## config.mk

```make
export PLATFORM = sky130hd
export DESIGN_NAME = debounce_multi
export DESIGN_NICKNAME = d
export VERILOG_FILES = /design/src/rtl/debounce_pkg.sv /design/src/rtl/debounce_chan.sv /design/src/rtl/debounce_multi.sv
export SDC_FILE = /design/constraint.sdc
export NUM_CORES = 1
export LEC_CHECK = 0
export BUFFER_PORTS_ARGS = -buffer_cell sky130_fd_sc_hd__buf_2
export CAP_MARGIN = 20
export CORE_ASPECT_RATIO = 1.5
export CORE_MARGIN = 2
export CORE_UTILIZATION = 50
export CTS_CLUSTER_SIZE = 28
export DETAILED_ROUTE_END_ITERATION = 12
export GPL_TIMING_DRIVEN = 0
export HOLD_SLACK_MARGIN = 0.08
export PLACE_DENSITY = 0.68
export SLEW_MARGIN = 15
export SYNTH_ARGS = -nofsm -noshare
export SYNTH_HDL_FRONTEND = slang
export SYNTH_SLANG_ARGS = --single-unit
export TNS_END_PERCENT = 10
```

## constraint.sdc

```tcl
create_clock -name clk -period 4.9 [get_ports clk]
set_input_delay 0 -clock clk [delete_from_list [all_inputs] [get_ports clk]]
set_output_delay 0 -clock clk [all_outputs]
set_load 0.02 [all_outputs]
```

## src/rtl/debounce_pkg.sv

```systemverilog
// Shared constants and helpers for the multi-channel debounce filter.
// Defaults describe a 1 ms qualification window at 50 MHz and a 24-bit
// period measurement (about 335 ms at 50 MHz before stall is flagged).
package debounce_pkg;

  localparam int DEF_NCH        = 4;
  localparam int DEF_STABLE_CYC = 50000;
  localparam int DEF_PER_W      = 24;

  // Width of a stability counter that must be able to hold STABLE_CYC.
  // Never narrower than one bit, so STABLE_CYC=1 still elaborates.
  function automatic int cnt_w(input int stable_cyc);
    return (stable_cyc < 1) ? 1 : $clog2(stable_cyc + 1);
  endfunction

endpackage

```

## src/rtl/debounce_chan.sv

```systemverilog
// One debounce channel: two-flop synchroniser, stability counter that
// qualifies a level change, registered rise/fall strobes, and a saturating
// rise-to-rise period counter with stall detection.
//
// Output protocol: period_vld is a one-clock strobe with no back-pressure.
// period is valid in the cycle period_vld is high and then holds until the
// next update. The consumer must sample it in that cycle or read the held
// value later. rise and fall are one-clock strobes in the first cycle that
// filt shows its new level.
module debounce_chan
  import debounce_pkg::*;
#(
  parameter int STABLE_CYC = DEF_STABLE_CYC,
  parameter int PER_W      = DEF_PER_W
) (
  input  logic             clk,
  input  logic             rst_n,
  input  logic             raw,
  input  logic             en,
  output logic             filt,
  output logic             rise,
  output logic             fall,
  output logic [PER_W-1:0] period,
  output logic             period_vld,
  output logic             stalled
);

  localparam int               CNT_W       = cnt_w(STABLE_CYC);
  localparam logic [CNT_W-1:0] CNT_LAST    = CNT_W'(STABLE_CYC - 1);
  localparam logic [PER_W-1:0] PER_MAX     = '1;
  localparam logic [PER_W-1:0] PER_PRE_MAX = PER_MAX - PER_W'(1);

  logic             sync0;
  logic             s;
  logic [CNT_W-1:0] stab_cnt;
  logic [PER_W-1:0] per_cnt;
  logic             armed;

  // Qualified change events, decided combinationally so that filt, the
  // strobes and the period capture all update on the same clock edge.
  logic accept;
  logic rise_evt;
  logic fall_evt;

  assign accept   = en && (s != filt) && (stab_cnt == CNT_LAST);
  assign rise_evt = accept && s;
  assign fall_evt = accept && !s;

  // Two-flop synchroniser; it keeps running while the filter is disabled.
  always_ff @(posedge clk or negedge rst_n) begin
    if (!rst_n) begin
      sync0 <= 1'b0;
      s     <= 1'b0;
    end else begin
      sync0 <= raw;
      s     <= sync0;
    end
  end

  // Stability counter: a change is taken only after s has disagreed with
  // filt for STABLE_CYC consecutive enabled clocks. Any agreement restarts it.
  always_ff @(posedge clk or negedge rst_n) begin
    if (!rst_n) begin
      stab_cnt <= '0;
      filt     <= 1'b0;
    end else if (!en) begin
      stab_cnt <= '0;
    end else if (s == filt) begin
      stab_cnt <= '0;
    end else if (accept) begin
      filt     <= s;
      stab_cnt <= '0;
    end else begin
      stab_cnt <= stab_cnt + CNT_W'(1);
    end
  end

  // Registered edge strobes, aligned with the new value on filt.
  always_ff @(posedge clk or negedge rst_n) begin
    if (!rst_n) begin
      rise <= 1'b0;
      fall <= 1'b0;
    end else begin
      rise <= rise_evt;
      fall <= fall_evt;
    end
  end

  // Period measurement. The counter holds clocks since the last rise. A rise
  // publishes it only when a previous rise is still trusted (armed). Reaching
  // the saturation value flags a stall and drops the arming, so the next rise
  // restarts the measurement without reporting a bogus period.
  always_ff @(posedge clk or negedge rst_n) begin
    if (!rst_n) begin
      per_cnt    <= '0;
      period     <= '0;
      period_vld <= 1'b0;
      armed      <= 1'b0;
      stalled    <= 1'b0;
    end else begin
      period_vld <= 1'b0;
      if (!en) begin
        per_cnt <= '0;
        armed   <= 1'b0;
      end else if (rise_evt) begin
        per_cnt <= PER_W'(1);
        if (armed && (per_cnt != PER_MAX)) begin
          period     <= per_cnt;
          period_vld <= 1'b1;
        end
        armed   <= 1'b1;
        stalled <= 1'b0;
      end else if (per_cnt != PER_MAX) begin
        per_cnt <= per_cnt + PER_W'(1);
        if (per_cnt == PER_PRE_MAX) begin
          stalled <= 1'b1;
          armed   <= 1'b0;
        end
      end
    end
  end

endmodule

```

## src/rtl/debounce_multi.sv

```systemverilog
// NCH independent debounce channels for cadence, brake and switch inputs.
// This level only replicates the channel, fans out the shared enable and
// packs the per-channel period words onto one bus (channel i at
// [i*PER_W +: PER_W]).
module debounce_multi
  import debounce_pkg::*;
#(
  parameter int NCH        = DEF_NCH,
  parameter int STABLE_CYC = DEF_STABLE_CYC,
  parameter int PER_W      = DEF_PER_W
) (
  input  logic                 clk,
  input  logic                 rst_n,
  input  logic [NCH-1:0]       raw,
  input  logic                 en,
  output logic [NCH-1:0]       filt,
  output logic [NCH-1:0]       rise,
  output logic [NCH-1:0]       fall,
  output logic [NCH*PER_W-1:0] period,
  output logic [NCH-1:0]       period_vld,
  output logic [NCH-1:0]       stalled
);

  for (genvar i = 0; i < NCH; i++) begin : g_chan
    debounce_chan #(
      .STABLE_CYC (STABLE_CYC),
      .PER_W      (PER_W)
    ) u_chan (
      .clk        (clk),
      .rst_n      (rst_n),
      .raw        (raw[i]),
      .en         (en),
      .filt       (filt[i]),
      .rise       (rise[i]),
      .fall       (fall[i]),
      .period     (period[i*PER_W +: PER_W]),
      .period_vld (period_vld[i]),
      .stalled    (stalled[i])
    );
  end

endmodule

```

# [Word level (Yosys, flattened, before mapping)]
# Cells that the tools add are included.
# W data, S select, Z words.
[word_totals] regBits=288 romBits=0 mem_bits_rw=0 n_memories=0 latch_bits=0 elab_cells=196 out_inout_bits=116
[classes] div_mod_pow=0 eq_ne=28 n_addsub=8 bitwise_logic=4 magnitude_cmp=0 n_mul=0 mux=64 n_reduce_logical=48 n_shift=0
[ops] cell="$mux W24" count=12
[ops] cell="$mux W16" count=12
[ops] cell="$add A24 B1 Y24 const B" count=4
[ops] cell="$eq A24 B24 Y1 const B" count=4
[ops] cell="$ne A24 B24 Y1 const B" count=4
[ops] cell="$add A16 B1 Y16 const B" count=4
[ops] cell="$eq A16 B16 Y1 const B" count=4
[ops] cell="$mux W1" count=40
[ops] cell="$reduce_and A3 Y1" count=12
[ops] cell="$ne A3 B1 Y1 const B" count=8
[ops] cell="$logic_and A1 B1 Y1" count=20
[ops] cell="$reduce_bool A2 Y1" count=8
[ops] cell="$reduce_and A2 Y1" count=4
[ops] cell="$eq A1 B1 Y1" count=4
[ops] cell="$logic_not A1 Y1" count=4
[ops] cell="$ne A1 B1 Y1" count=4
[ops] cell="$not A1 Y1" count=4

# [Logic depth before layout (Yosys ltp)]
[logic_depth] depth_word=6 mapped_depth=8

# [Modules after synthesis]
# From an unflattened synthesis, not the netlist that was laid out.
[unflattened] cells_unflattened=1313 area_unflattened_um2=14302.5
[by_module_without_submodules] module="debounce_chan (g_chan[0].u_chan ...)" n_inst=3 area_per_inst_um2=3651.0 cells_each=336 seq_area_each_um2=1801.7
[by_module_without_submodules] module="debounce_chan (g_chan[3].u_chan)" n_inst=1 area_per_inst_um2=3349.5 cells_each=305 seq_area_each_um2=1801.7

# [Worst setup path before layout]
# OpenSTA, ideal clock, no wires.
[synth_path] kind="flip-flop to flip-flop" from="register g_chan[3].u_chan.per_cnt[1]" to="register g_chan[3].u_chan.period[0]" synth_period_minus_slack_ns=2.120 arrival_time_ns=1.995 slack_ns=2.780 t_required_ns=4.775 path_stages_with_launch=9 path_cell_list="dfrtp_1 ha_1 nand3_2 nor4_2 and2_1 or3_1 buf_6 buf_12 mux2_4"
[synth_between] elab_chain_cells=3
[synth_lines] item="start, declared" line="debounce_chan.sv:36" text="logic [PER_W-1:0] per_cnt;"
[synth_lines] item="start signal, assigned" line="debounce_chan.sv:114" text="per_cnt <= per_cnt + PER_W'(1);"
[synth_lines] item="$ne A24 B24 Y1" line="debounce_chan.sv:107" text="if (armed && (per_cnt != PER_MAX)) begin"
[synth_lines] item="$logic_and A1 B1 Y1" line="debounce_chan.sv:107"
[synth_lines] item="$reduce_and A3 Y1 (no source line)"
[synth_lines] item="end signal, assigned" line="debounce_chan.sv:108" text="period <= per_cnt;"
[synth_lines] item="end, declared" line="debounce_chan.sv:23" text="output logic [PER_W-1:0] period,"
# No other way between the ends.
# A chain may end at the register's enable or synchronous reset.

# [Final worst setup path]
[layout_path] from="register g_chan[3].u_chan.per_cnt[1]" to="register g_chan[3].u_chan.period[18]"
# Same word-level chain as after synthesis.

==> impl.org <==
** Logic synthesis
- Number of synthesized register bits :: 288
- The synthesized netlist contains 65 unique library cells.
- The commonest cells after synthesis are sky130_fd_sc_hd__dfrtp_1, sky130_fd_sc_hd__nor2_1, sky130_fd_sc_hd__mux2_2.
- Synthesized Nets :: 1234
- Area of the mapped netlist :: 13400 µm²
- Most instantiated flip-flop cell in the synthesis netlist :: sky130_fd_sc_hd__dfrtp_1
- Number of enable flip-flop cells after synthesis :: 0
- Summed over its instances, the top area cell type makes up 53.7% of the synthesized netlist area.
- Mean Syn Cell Area :: 11.0 µm²
- The largest total area in the synthesized netlist belongs to sky130_fd_sc_hd__dfrtp_1.
- Total of warnings raised by yosys :: 0
- By instance count, the leading cell after synthesis is sky130_fd_sc_hd__dfrtp_1.
- For this run, the register share of the synthesized area comes to 53.7%.
- Counting flops with an async set or reset pin after synthesis yields a share of 100%.
- By area the synthesized netlist is led by sky130_fd_sc_hd__dfrtp_1, sky130_fd_sc_hd__mux2_2, sky130_fd_sc_hd__nor2_1.
- Post-Syn Instances :: 1215

** Pwr
- The worst-case IR drop observed on VDD is 0.236 mV.
- Share of power burned in the clock network :: 45.3%
- Net switching is 21.7% of the power.
- Logic gate share of total power :: 2.8%
- Leakage Power :: 7.47 nW
- Internal power :: 3.64 mW
- Dividing total power by cell area gives a power density of 300 nW/µm².
- Sequential cells account for 51.9% of the total power.
- Final total power :: 4.65 mW
- In this run the power spent charging and discharging nets is 1.01 mW.

** Timing
- Worst slew pin tran :: 1070 ps
- On the final layout, the worst clock skew is 14.9 ps.
- Setup repair after global routing left no endpoint under its margin.
- Worst slew margin relative to its limit :: 28.1%
- Timing would allow up to 0.397 GHz.
- In the finished design, the share of the clock period the worst path needs comes to 51.4%.
- The number of pins with negative max-slew slack in the final report was 0.
- Setup violations remaining at the end of the flow were counted as 0.
- The smallest clock period supported by the final layout is computed as 2520 ps.
- Final number of hold-violating endpoints :: 0

** Worst setup path
- Together, buffers and inverters on the worst path number 2.
- Along the worst path, the maximum fanout reaches 10.
- Data on the critical path arrives at its endpoint at 2940 ps.
- On the worst path, the slowest cell contributes a delay of 480 ps.
- For the worst setup path, the data required time is 5320 ps.
- Top delay family on crit path :: simple AND/OR/NAND/NOR gates
- Crit Path Category :: register to register
- Critical path capture point type :: register
- The signal on the critical path passes through ha_1 -> nand3_2 -> nor4_2 -> and2_1 -> or3_1 -> buf_6 -> buf_12 -> mux2_4.
- Launching element type of the critical path :: register
- Critical path's slowest cell :: sky130_fd_sc_hd__dfrtp_1

** Hold path
- Path type of the worst min-delay path :: input port to async pin

** Clocking
- Buffers inserted during clock tree synthesis total 28.
- Max H-tree Level :: 1
- Maximum buffer depth of the clock tree :: 3
- Clock tree from TritonCTS :: done
- At the later pin of the worst-skew pair, clock insertion delay measures 550 ps.
- Buffer type at the clock tree root :: sky130_fd_sc_hd__clkbuf_16
- Once the clock tree was built, the resizer swapped 0 gates to a different size.
- After clock tree synthesis, the clock-pin slew on the worst setup and hold paths is 60 ps.
- The tree built by TritonCTS fans out to 288 sinks.

** Floorplan
- Top Ports :: 123
- The die covers 28200 µm².
- The initial utilization of the core area, before any placement, comes to 50.6%.
- The die is 138 µm wide.
- Area inside the core boundary :: 26500 µm²
- Number of cell rows :: 73
- The floorplan step set the die height to 205 µm.

** Finish
- The net count of the finished layout is 1398.
- Count of fill cells added during filler insertion :: 2262
- FF+latch area :: 7210 µm²
- 0 antenna diodes ended up in the layout.
- Core utilization of the finished layout :: 58.5%
- Layout cell share with drive strength beyond 1 :: 22.9%
- The multi-input combinational cells in the finished layout cover a total of 5690 µm².
- Relative to the synthesized area, the layout overhead comes to 15.6%.
- Count of non-filler cells in the finished layout :: 1738

** Global route
- GR Overflow Total :: 0
- The via count of the first global-routing pass is 9617.
- The initial antenna violation count is 0.
- Gr usage total :: 20.1%
- The first global-routing pass estimated 46500 µm of wire.
- Entering global routing, the biggest net connects 106 pins.

** Route
- Number of vias per cell :: 5.48
- The first routing iteration left 370 violations.
- The detailed router placed 9526 vias in this run.
- Post-DR wirelength/cell :: 15.7 µm
- Drt first pass iters :: 4
- After detailed routing, the number of remaining DRC violations is 0.
- After detailed routing, the total wire length is 27300 µm.
- Once detail routing completed, the nets flagged for antenna violations numbered 0.

** Place
- Number of placed instances, taps included :: 1676
- Summed over all nets, the half-perimeter wirelength after detailed placement is 18700 µm.
- Global placer's final weighted congestion :: 0.854
- Input and output buffers added on the ports amount to 122.

** Run
- Max-cap violations :: 0

** Run status
- The run finished with clean final reports.
## final cells by class
cell class	instances	area share, %
flip-flops and latches	288	46.5
repair buffers	134	5.00
clock buffers	43	5.34
plain buffers	62	2.73
well taps	337	2.72
inverters	24	0.581
multi-input cells	841	36.7
clock inverters	9	0.468
## power by group through the flow
stage          Sequential [mW]  Combinational [mW]  Clock, mW
5_1_grt                   2.41               0.151       2.27
2_1_floorplan             2.45              0.0499          0
3_5_place_dp              2.46               0.128          0
4_1_cts                   2.41               0.134       2.17
3_3_place_gp              2.46               0.119          0
6_report                  2.41               0.129       2.10
## through the flow
step / area [µm²] / setup TNS, ps / hold slack (ps) / setup WS [ps]
finish: 15500 / 0 / 63.8 / 2380
global route: 15500 / 0 / 142 / 2210
CTS: 15500 / 0 / 102 / 2390
detailed placement: 14500 / 0 / 84.6 / 2410
global placement: 14400 / -428490 / 109 / -1530
floorplan: 13400 / 0 / -296 / 2780
## state kept, by name, summed over array words and instances, names as in the netlist
signal and count:
g_chan.u_chan.stab_cnt 64, g_chan.u_chan.s 4, g_chan.u_chan.fall 4, g_chan.u_chan.sync0 4, g_chan.u_chan.stalled 4, g_chan.u_chan.period_vld 4, g_chan.u_chan.rise 4, g_chan.u_chan.filt 4
g_chan.u_chan.armed 4, g_chan.u_chan.period 96, g_chan.u_chan.per_cnt 96
## what timing repair did
action | CTS | global route
hold buffers | 10 | 0
setup buffers | 0 | 0
hold endpoints to repair | 116 | 0
## worst paths after layout
path,slack (ps),start,cells after the start,to
hold / removal,60,rst_n,2,g_chan[3].u_chan.period[21]
min in group clk,350,g_chan[0].u_chan.sync0,0,g_chan[0].u_chan.s
max in group asynchronous,3850,rst_n,3,g_chan[0].u_chan.stab_cnt[6]
setup reg to reg,2380,g_chan[3].u_chan.per_cnt[1],8,g_chan[3].u_chan.period[18]
setup / recovery,2380,g_chan[3].u_chan.per_cnt[1],8,g_chan[3].u_chan.period[18]
hold reg to reg,350,g_chan[0].u_chan.sync0,0,g_chan[0].u_chan.s
## per-layer routing
layer | global-route usage, % | vias up | routed length [µm]
met4 | 6.89 | 0 | 584
li1 | - | 4620 | -
met1 | 25.3 | 4688 | 11600
met3 | 2.57 | 47 | 1060
met2 | 35.6 | 171 | 14100
met5 | 0 | - | 0
## cell usage in the layout (no fill, tap or decap), types with 4 or more instances in the layout
| cell | synthesis | layout |
|---|---|---|
| sky130_fd_sc_hd__nand4_1 | 54 | 54 |
| sky130_fd_sc_hd__nand3_1 | 53 | 53 |
| sky130_fd_sc_hd__clkinv_2 | 0 | 7 |
| sky130_fd_sc_hd__mux2_2 | 72 | 72 |
| sky130_fd_sc_hd__buf_6 | 8 | 8 |
| sky130_fd_sc_hd__and4_1 | 20 | 20 |
| sky130_fd_sc_hd__dfrtp_1 | 288 | 288 |
| sky130_fd_sc_hd__mux2_4 | 19 | 19 |
| sky130_fd_sc_hd__o2111ai_1 | 4 | 4 |
| sky130_fd_sc_hd__and2_1 | 6 | 6 |
| sky130_fd_sc_hd__a211oi_1 | 22 | 22 |
| sky130_fd_sc_hd__xor2_1 | 47 | 47 |
| sky130_fd_sc_hd__a31oi_1 | 15 | 15 |
| sky130_fd_sc_hd__buf_2 | 8 | 129 |
| sky130_fd_sc_hd__clkbuf_8 | 0 | 5 |
| sky130_fd_sc_hd__ha_1 | 12 | 12 |
| sky130_fd_sc_hd__mux2_1 | 6 | 6 |
| sky130_fd_sc_hd__nor2_1 | 160 | 160 |
| sky130_fd_sc_hd__clkbuf_16 | 0 | 29 |
| sky130_fd_sc_hd__nor3_1 | 32 | 32 |
| sky130_fd_sc_hd__inv_1 | 24 | 24 |
| sky130_fd_sc_hd__nor4_1 | 11 | 11 |
| sky130_fd_sc_hd__nand2_1 | 71 | 71 |
| sky130_fd_sc_hd__a21oi_1 | 38 | 38 |
| sky130_fd_sc_hd__or3_1 | 17 | 17 |
| sky130_fd_sc_hd__nand2b_1 | 4 | 4 |
| sky130_fd_sc_hd__and3_1 | 40 | 40 |
| sky130_fd_sc_hd__buf_4 | 23 | 23 |
| sky130_fd_sc_hd__or4_1 | 5 | 5 |
| sky130_fd_sc_hd__clkbuf_1 | 19 | 28 |
| sky130_fd_sc_hd__dlygate4sd3_1 | 0 | 10 |
| sky130_fd_sc_hd__o21ai_0 | 19 | 19 |
| sky130_fd_sc_hd__xnor2_1 | 63 | 63 |
| sky130_fd_sc_hd__nand4b_1 | 4 | 4 |
## cell families (layout without fill, tap and decap cells)
kind of cell             Yosys count  in the layout  synth area share (%)
AO/OA/AOI/OAI                    113            113                  5.29
buffers and inverters             86            272                  3.83
AND/OR/NAND/NOR                  508            508                  20.1
multiplexers                      98             98                  8.75
XOR/XNOR                         110            110                  7.18
flip-flops                       288            288                  53.7
adder cells (fa/ha/maj)           12             12                  1.12
No activity file was read; power rests on OpenSTA's default activity.
